`src/rtl/conv33_window_gen.sv`:
```
// conv33_window_gen: turns a raster-order pixel stream into valid-padding 3x3 windows.
// Two line buffers hold the previous two rows; a 3x3 shift window collects the
// current neighbourhood, and a registered output stage presents one window at a
// time behind a valid/ready handshake with start/done frame framing.
module conv33_window_gen #(
  parameter int DATA_WIDTH = 8,
  parameter int IMG_W      = 8,
  parameter int IMG_H      = 8
) (
  input  logic                  clk,
  input  logic                  rst,
  input  logic                  start,
  output logic                  done,
  input  logic                  pix_valid_in,
  output logic                  pix_ready_out,
  input  logic [DATA_WIDTH-1:0] pix_data,
  output logic                  win_valid_out,
  input  logic                  win_ready_in,
  output logic [DATA_WIDTH-1:0] win_0_0,
  output logic [DATA_WIDTH-1:0] win_0_1,
  output logic [DATA_WIDTH-1:0] win_0_2,
  output logic [DATA_WIDTH-1:0] win_1_0,
  output logic [DATA_WIDTH-1:0] win_1_1,
  output logic [DATA_WIDTH-1:0] win_1_2,
  output logic [DATA_WIDTH-1:0] win_2_0,
  output logic [DATA_WIDTH-1:0] win_2_1,
  output logic [DATA_WIDTH-1:0] win_2_2
);

  localparam int CW = $clog2(IMG_W);
  localparam int RW = $clog2(IMG_H);

  localparam logic [CW-1:0] COL_LAST      = CW'(IMG_W - 1);
  localparam logic [RW-1:0] ROW_LAST      = RW'(IMG_H - 1);
  localparam logic [CW-1:0] COL_FIRST_WIN = CW'(2);
  localparam logic [RW-1:0] ROW_FIRST_WIN = RW'(2);

  typedef enum logic [1:0] {
    S_IDLE = 2'd0,
    S_RUN  = 2'd1,
    S_DONE = 2'd2
  } state_t;

  state_t state, state_nxt;

  logic [CW-1:0] col;
  logic [RW-1:0] row;
  logic          last_pix_taken;
  logic          frame_start;
  logic          accept;
  logic          emit;

  // lb0 holds row r-2, lb1 holds row r-1 at the column being written
  logic [DATA_WIDTH-1:0] lb0 [IMG_W];
  logic [DATA_WIDTH-1:0] lb1 [IMG_W];

  // Shift window indexed [row][col]; col 2 is the newest column
  logic [DATA_WIDTH-1:0] sw_p0  [3][3];
  logic [DATA_WIDTH-1:0] sw_nxt [3][3];
  logic [DATA_WIDTH-1:0] new_col [3];

  logic [DATA_WIDTH-1:0] win_p1 [3][3];
  logic                  vld_p1;

  assign frame_start = (state == S_IDLE) && start;
  assign accept      = pix_valid_in && pix_ready_out;
  assign emit        = accept && (row >= ROW_FIRST_WIN) && (col >= COL_FIRST_WIN);

  // Frame state register
  always_ff @(posedge clk or negedge rst) begin
    if (!rst) state <= S_IDLE;
    else      state <= state_nxt;
  end

  // Frame sequencing, input back-pressure and the done pulse
  always_comb begin
    state_nxt     = state;
    done          = 1'b0;
    pix_ready_out = 1'b0;
    case (state)
      S_IDLE: begin
        if (start) state_nxt = S_RUN;
      end
      S_RUN: begin
        // A held output window blocks new pixels so nothing is overwritten
        pix_ready_out = !last_pix_taken && (!vld_p1 || win_ready_in);
        if (last_pix_taken && vld_p1 && win_ready_in) state_nxt = S_DONE;
      end
      S_DONE: begin
        done      = 1'b1;
        state_nxt = S_IDLE;
      end
      default: state_nxt = S_IDLE;
    endcase
  end

  // Raster position of the next pixel and end-of-frame marker
  always_ff @(posedge clk or negedge rst) begin
    if (!rst) begin
      col            <= '0;
      row            <= '0;
      last_pix_taken <= 1'b0;
    end else if (frame_start) begin
      col            <= '0;
      row            <= '0;
      last_pix_taken <= 1'b0;
    end else if (accept) begin
      if (col == COL_LAST) begin
        col <= '0;
        row <= row + 1'b1;
      end else begin
        col <= col + 1'b1;
      end
      if ((row == ROW_LAST) && (col == COL_LAST)) last_pix_taken <= 1'b1;
    end
  end

  // Next shift window: shift left, clear stale columns at row start, insert new column
  always_comb begin
    new_col[0] = lb0[col];
    new_col[1] = lb1[col];
    new_col[2] = pix_data;
    for (int i = 0; i < 3; i++) begin
      sw_nxt[i][0] = (col == '0) ? '0 : sw_p0[i][1];
      sw_nxt[i][1] = (col == '0) ? '0 : sw_p0[i][2];
      sw_nxt[i][2] = new_col[i];
    end
  end

  // Stage p0: line buffers and shift window advance on each accepted pixel
  always_ff @(posedge clk) begin
    if (accept) begin
      lb0[col] <= lb1[col];
      lb1[col] <= pix_data;
      for (int i = 0; i < 3; i++) begin
        for (int j = 0; j < 3; j++) begin
          sw_p0[i][j] <= sw_nxt[i][j];
        end
      end
    end
  end

  // Stage p1: output valid, held until handshake, re-armed by a new emit
  always_ff @(posedge clk or negedge rst) begin
    if (!rst) begin
      vld_p1 <= 1'b0;
    end else if (frame_start) begin
      vld_p1 <= 1'b0;
    end else if (emit) begin
      vld_p1 <= 1'b1;
    end else if (win_ready_in) begin
      vld_p1 <= 1'b0;
    end
  end

  // Stage p1: output window registers, loaded only when a complete window is emitted
  always_ff @(posedge clk or negedge rst) begin
    if (!rst) begin
      for (int i = 0; i < 3; i++) begin
        for (int j = 0; j < 3; j++) begin
          win_p1[i][j] <= '0;
        end
      end
    end else if (emit) begin
      for (int i = 0; i < 3; i++) begin
        for (int j = 0; j < 3; j++) begin
          win_p1[i][j] <= sw_nxt[i][j];
        end
      end
    end
  end

  assign win_valid_out = vld_p1;
  assign win_0_0 = win_p1[0][0];
  assign win_0_1 = win_p1[0][1];
  assign win_0_2 = win_p1[0][2];
  assign win_1_0 = win_p1[1][0];
  assign win_1_1 = win_p1[1][1];
  assign win_1_2 = win_p1[1][2];
  assign win_2_0 = win_p1[2][0];
  assign win_2_1 = win_p1[2][1];
  assign win_2_2 = win_p1[2][2];

endmodule

```
`config.mk`:
```
export PLATFORM = sky130hd
export DESIGN_NAME = conv33_window_gen
export DESIGN_NICKNAME = d
export VERILOG_FILES = /design/src/rtl/conv33_window_gen.sv
export SDC_FILE = /design/constraint.sdc
export NUM_CORES = 1
export LEC_CHECK = 0
export ABC_CLOCK_PERIOD_IN_PS = 3200
export BUFFER_PORTS_ARGS = -buffer_cell sky130_fd_sc_hd__buf_2
export CORE_MARGIN = 1.5
export CORE_UTILIZATION = 55
export CTS_CLUSTER_DIAMETER = 100
export CTS_CLUSTER_SIZE = 16
export DETAILED_ROUTE_END_ITERATION = 16
export PLACE_DENSITY = 0.85
export SKIP_LAST_GASP = 1
export SYNTH_ARGS = -nofsm -noshare
export SYNTH_HDL_FRONTEND = slang
export SYNTH_SLANG_ARGS = --single-unit
```
`constraint.sdc`:
```
create_clock -name clk -period 3.2 [get_ports clk]
set_input_delay 0.32 -clock clk [delete_from_list [all_inputs] [get_ports clk]]
set_output_delay 0.32 -clock clk [all_outputs]
set_load 0.1 [all_outputs]
```
==> results.sh <==
export IMPL_place_ws_ps=894.2
export IMPL_cts_made_buffers=20
export IMPL_cts_resized=0
export IMPL_cts_tree="built"
export IMPL_slew_headroom_pct=29.83
export IMPL_yosysWarningCount=0
export IMPL_violations="hold timing"
export IMPL_grt_overflow_total=0
export IMPL_layout_drive_gt1_share_pct=31.97
export IMPL_synth_nets=590
export IMPL_drtPass1Iterations=5
export IMPL_clkLatencyLatePin_ps=500
export IMPL_path_max_fanout=22
export IMPL_ys_types=37
export IMPL_drc=0
export IMPL_drt_vias_per_instance=5.689
export IMPL_syn_instance_count=570
export IMPL_synth_area_um2=10080
export IMPL_fin_crit_ps=2378
export IMPL_root_buffer="clkbuf_16"
export IMPL_avgSynthCellArea_um2=17.69
export IMPL_setup_viol=0
export IMPL_clockBufferDepth=3
export IMPL_die_area_um2=19150
export IMPL_htreeDepth=1
export IMPL_dp_hpwl_um=11780
export IMPL_synth_seq_area_share_pct=72.78
export IMPL_drtAntennaViolNets=0
export IMPL_synth_seq_cells=258
export IMPL_worst_setup_path_end_kind="flop"
export IMPL_drv_cap=0
export IMPL_required_ps=3570
export IMPL_core_um2=17960
export IMPL_num_vias=5200
export IMPL_row_count=49
export IMPL_diodes=0
export IMPL_holdWs_ps=-4.659
export IMPL_outcome="finished, violations left"
export IMPL_area_growth_pct=13.60
export IMPL_grt_pass1_vias=5547
export IMPL_cts_sinks=258
export IMPL_timing_fmax_ghz=0.4206
export IMPL_dieWidth_um=138.4
export IMPL_fin_crit_sh_pct=74.30
export IMPL_grt_max_degree=83
export IMPL_fillers=1162
export IMPL_worst_slack_ps=822.3
export IMPL_hp_class="in2async"
export IMPL_synth_edf_count=176
export IMPL_wl_per_cell_um=21.14
export IMPL_dpl_cell_area_um2=10860
export IMPL_r2r_setup_slack_ps=820
export IMPL_finClkSkew_ps=18.85
export IMPL_start_util_pct=56.12
export IMPL_hold_viol_final=1
export IMPL_final_max_slew_viol_count=0
export IMPL_die_y_um=138.4
export IMPL_synthFlopType="edfxtp_1"
export IMPL_antenna_found_initial=0
export IMPL_rsz0062_at_grt="false"
export IMPL_crit_arrival_ps=2750
export IMPL_clkTransAtPathRegs_ps=80
export IMPL_drt_wl_total_um=19320
export IMPL_port_buffers=87
export IMPL_max_slew_worst_pin_slew_ps=1053
export IMPL_cp_start_kind="flop"
export IMPL_cts_hold_buffers=0
export IMPL_fin_area_um2=11450
export IMPL_grt_pass1_wl_um=31120
export IMPL_cts_setup_buffers=0
export IMPL_nets=692
export IMPL_critPathKind="reg2reg"
export IMPL_grtUsageTotal_pct=20.64
export IMPL_async_reset_ff_share_pct=31.78
export IMPL_gp_congestion=0.7723
export IMPL_io_pins=88
export IMPL_drt_first_iter_violations=526
cells in the mapped netlist (all sizes together) (3+ instances only):
master | instances | area, um2
mux2i | 26 | 260.3
nor4bb | 3 | 30.03
mux4 | 30 | 675.7
and2 | 24 | 150.1
buf | 15 | 123.9
clkbuf | 12 | 45.04
nand2 | 79 | 304.0
mux2 | 48 | 709.4
nor2 | 6 | 22.52
nor3 | 5 | 25.02
ha | 7 | 87.58
nand3 | 4 | 20.02
nor3b | 3 | 22.52
dfrtp | 82 | 2052
edfxtp | 176 | 5285
inv | 26 | 97.59
a21oi | 6 | 30.03
placed cells by master, fill, tap and decap left out, drive strengths merged, types with 2 or more instances in the layout:
cell type	n
and2	24
a311oi	2
ha	7
clkinv	2
nor2	6
nand2b	2
a21oi	6
clkbuf	34
nor4bb	3
mux2i	26
nand2	79
buf	107
dfrtp	82
mux2	48
nand3	4
edfxtp	176
nor3	5
mux4	30
nor3b	3
inv	27
or3	2
kinds of logic (layout without fill, tap and decap cells):
group	after synthesis	after routing	synth area share [%]
AOI/OAI and AO/OA	12	12	0.7696
xor gates and xnor gates	1	1	0.08690
adders and majority gates	7	7	0.8688
buffers and inverters	55	170	2.768
DFF	258	258	72.78
muxes	104	104	16.32
and+or+nand+nor	133	133	6.404
state kept, by name, summed over array words and instances (netlist names):
name	flops
last_pix_taken	1
win_0_1	8
win_2_0	8
state	2
win_1_2	8
win_2_2	8
win_2_1	8
row	3
sw_p0	48
lb1	64
win_0_0	8
lb0	64
win_1_1	8
win_0_2	8
col	3
win_1_0	8
win_valid_out	1
layer usage:
layer / track usage [%] / routed length, um
met5: 0 / 0
met1: 28.24 / 8079
met3: 2.944 / 1064
met4: 6.205 / 454
met2: 34.90 / 9724
layout make-up:
type                    instances  area (um2)  share of cell area, %
flip-flops and latches        258        7338                  64.08
clock inverters                 1       16.27                 0.1420
well taps                     229       286.5                  2.502
inverters                      28       110.1                 0.9614
clock buffers                  34       574.3                  5.015
repair buffers                107       600.6                  5.244
multi-input cells             257        2526                  22.06
metrics by stage:
stage / TNS (ps) / cells / util [%]
CTS: 0 / 914 / 63.75
floorplan: -33.63 / 570 / -
global placement: 0 / 879 / 60.47
detailed placement: 0 / 879 / 60.47
finish: 0 / 914 / 63.75
global route: 0 / 914 / 63.75
path summary, 6_finish.rpt:
check,end,from,cells after the start
worst max-delay path,win_1_2[4],col[2],5
worst min-delay path,win_2_0[3],rst,1
worst max register to register,win_1_2[4],col[2],5
worst min register to register,win_1_0[4],sw_p0[1][12],2
max in group asynchronous,col[1],rst,1
min in group clk,state[0],start,3
worst max-delay path: stages (launching register included):
cell	delay (ps)
dfrtp_1	680
buf_4	420
mux4_2	380
nand2_1	90
nand2_1	280
mux2_4	380
Power is not shown: default switching activity piles up to over one toggle a cycle in this logic, so the estimate is an artifact.
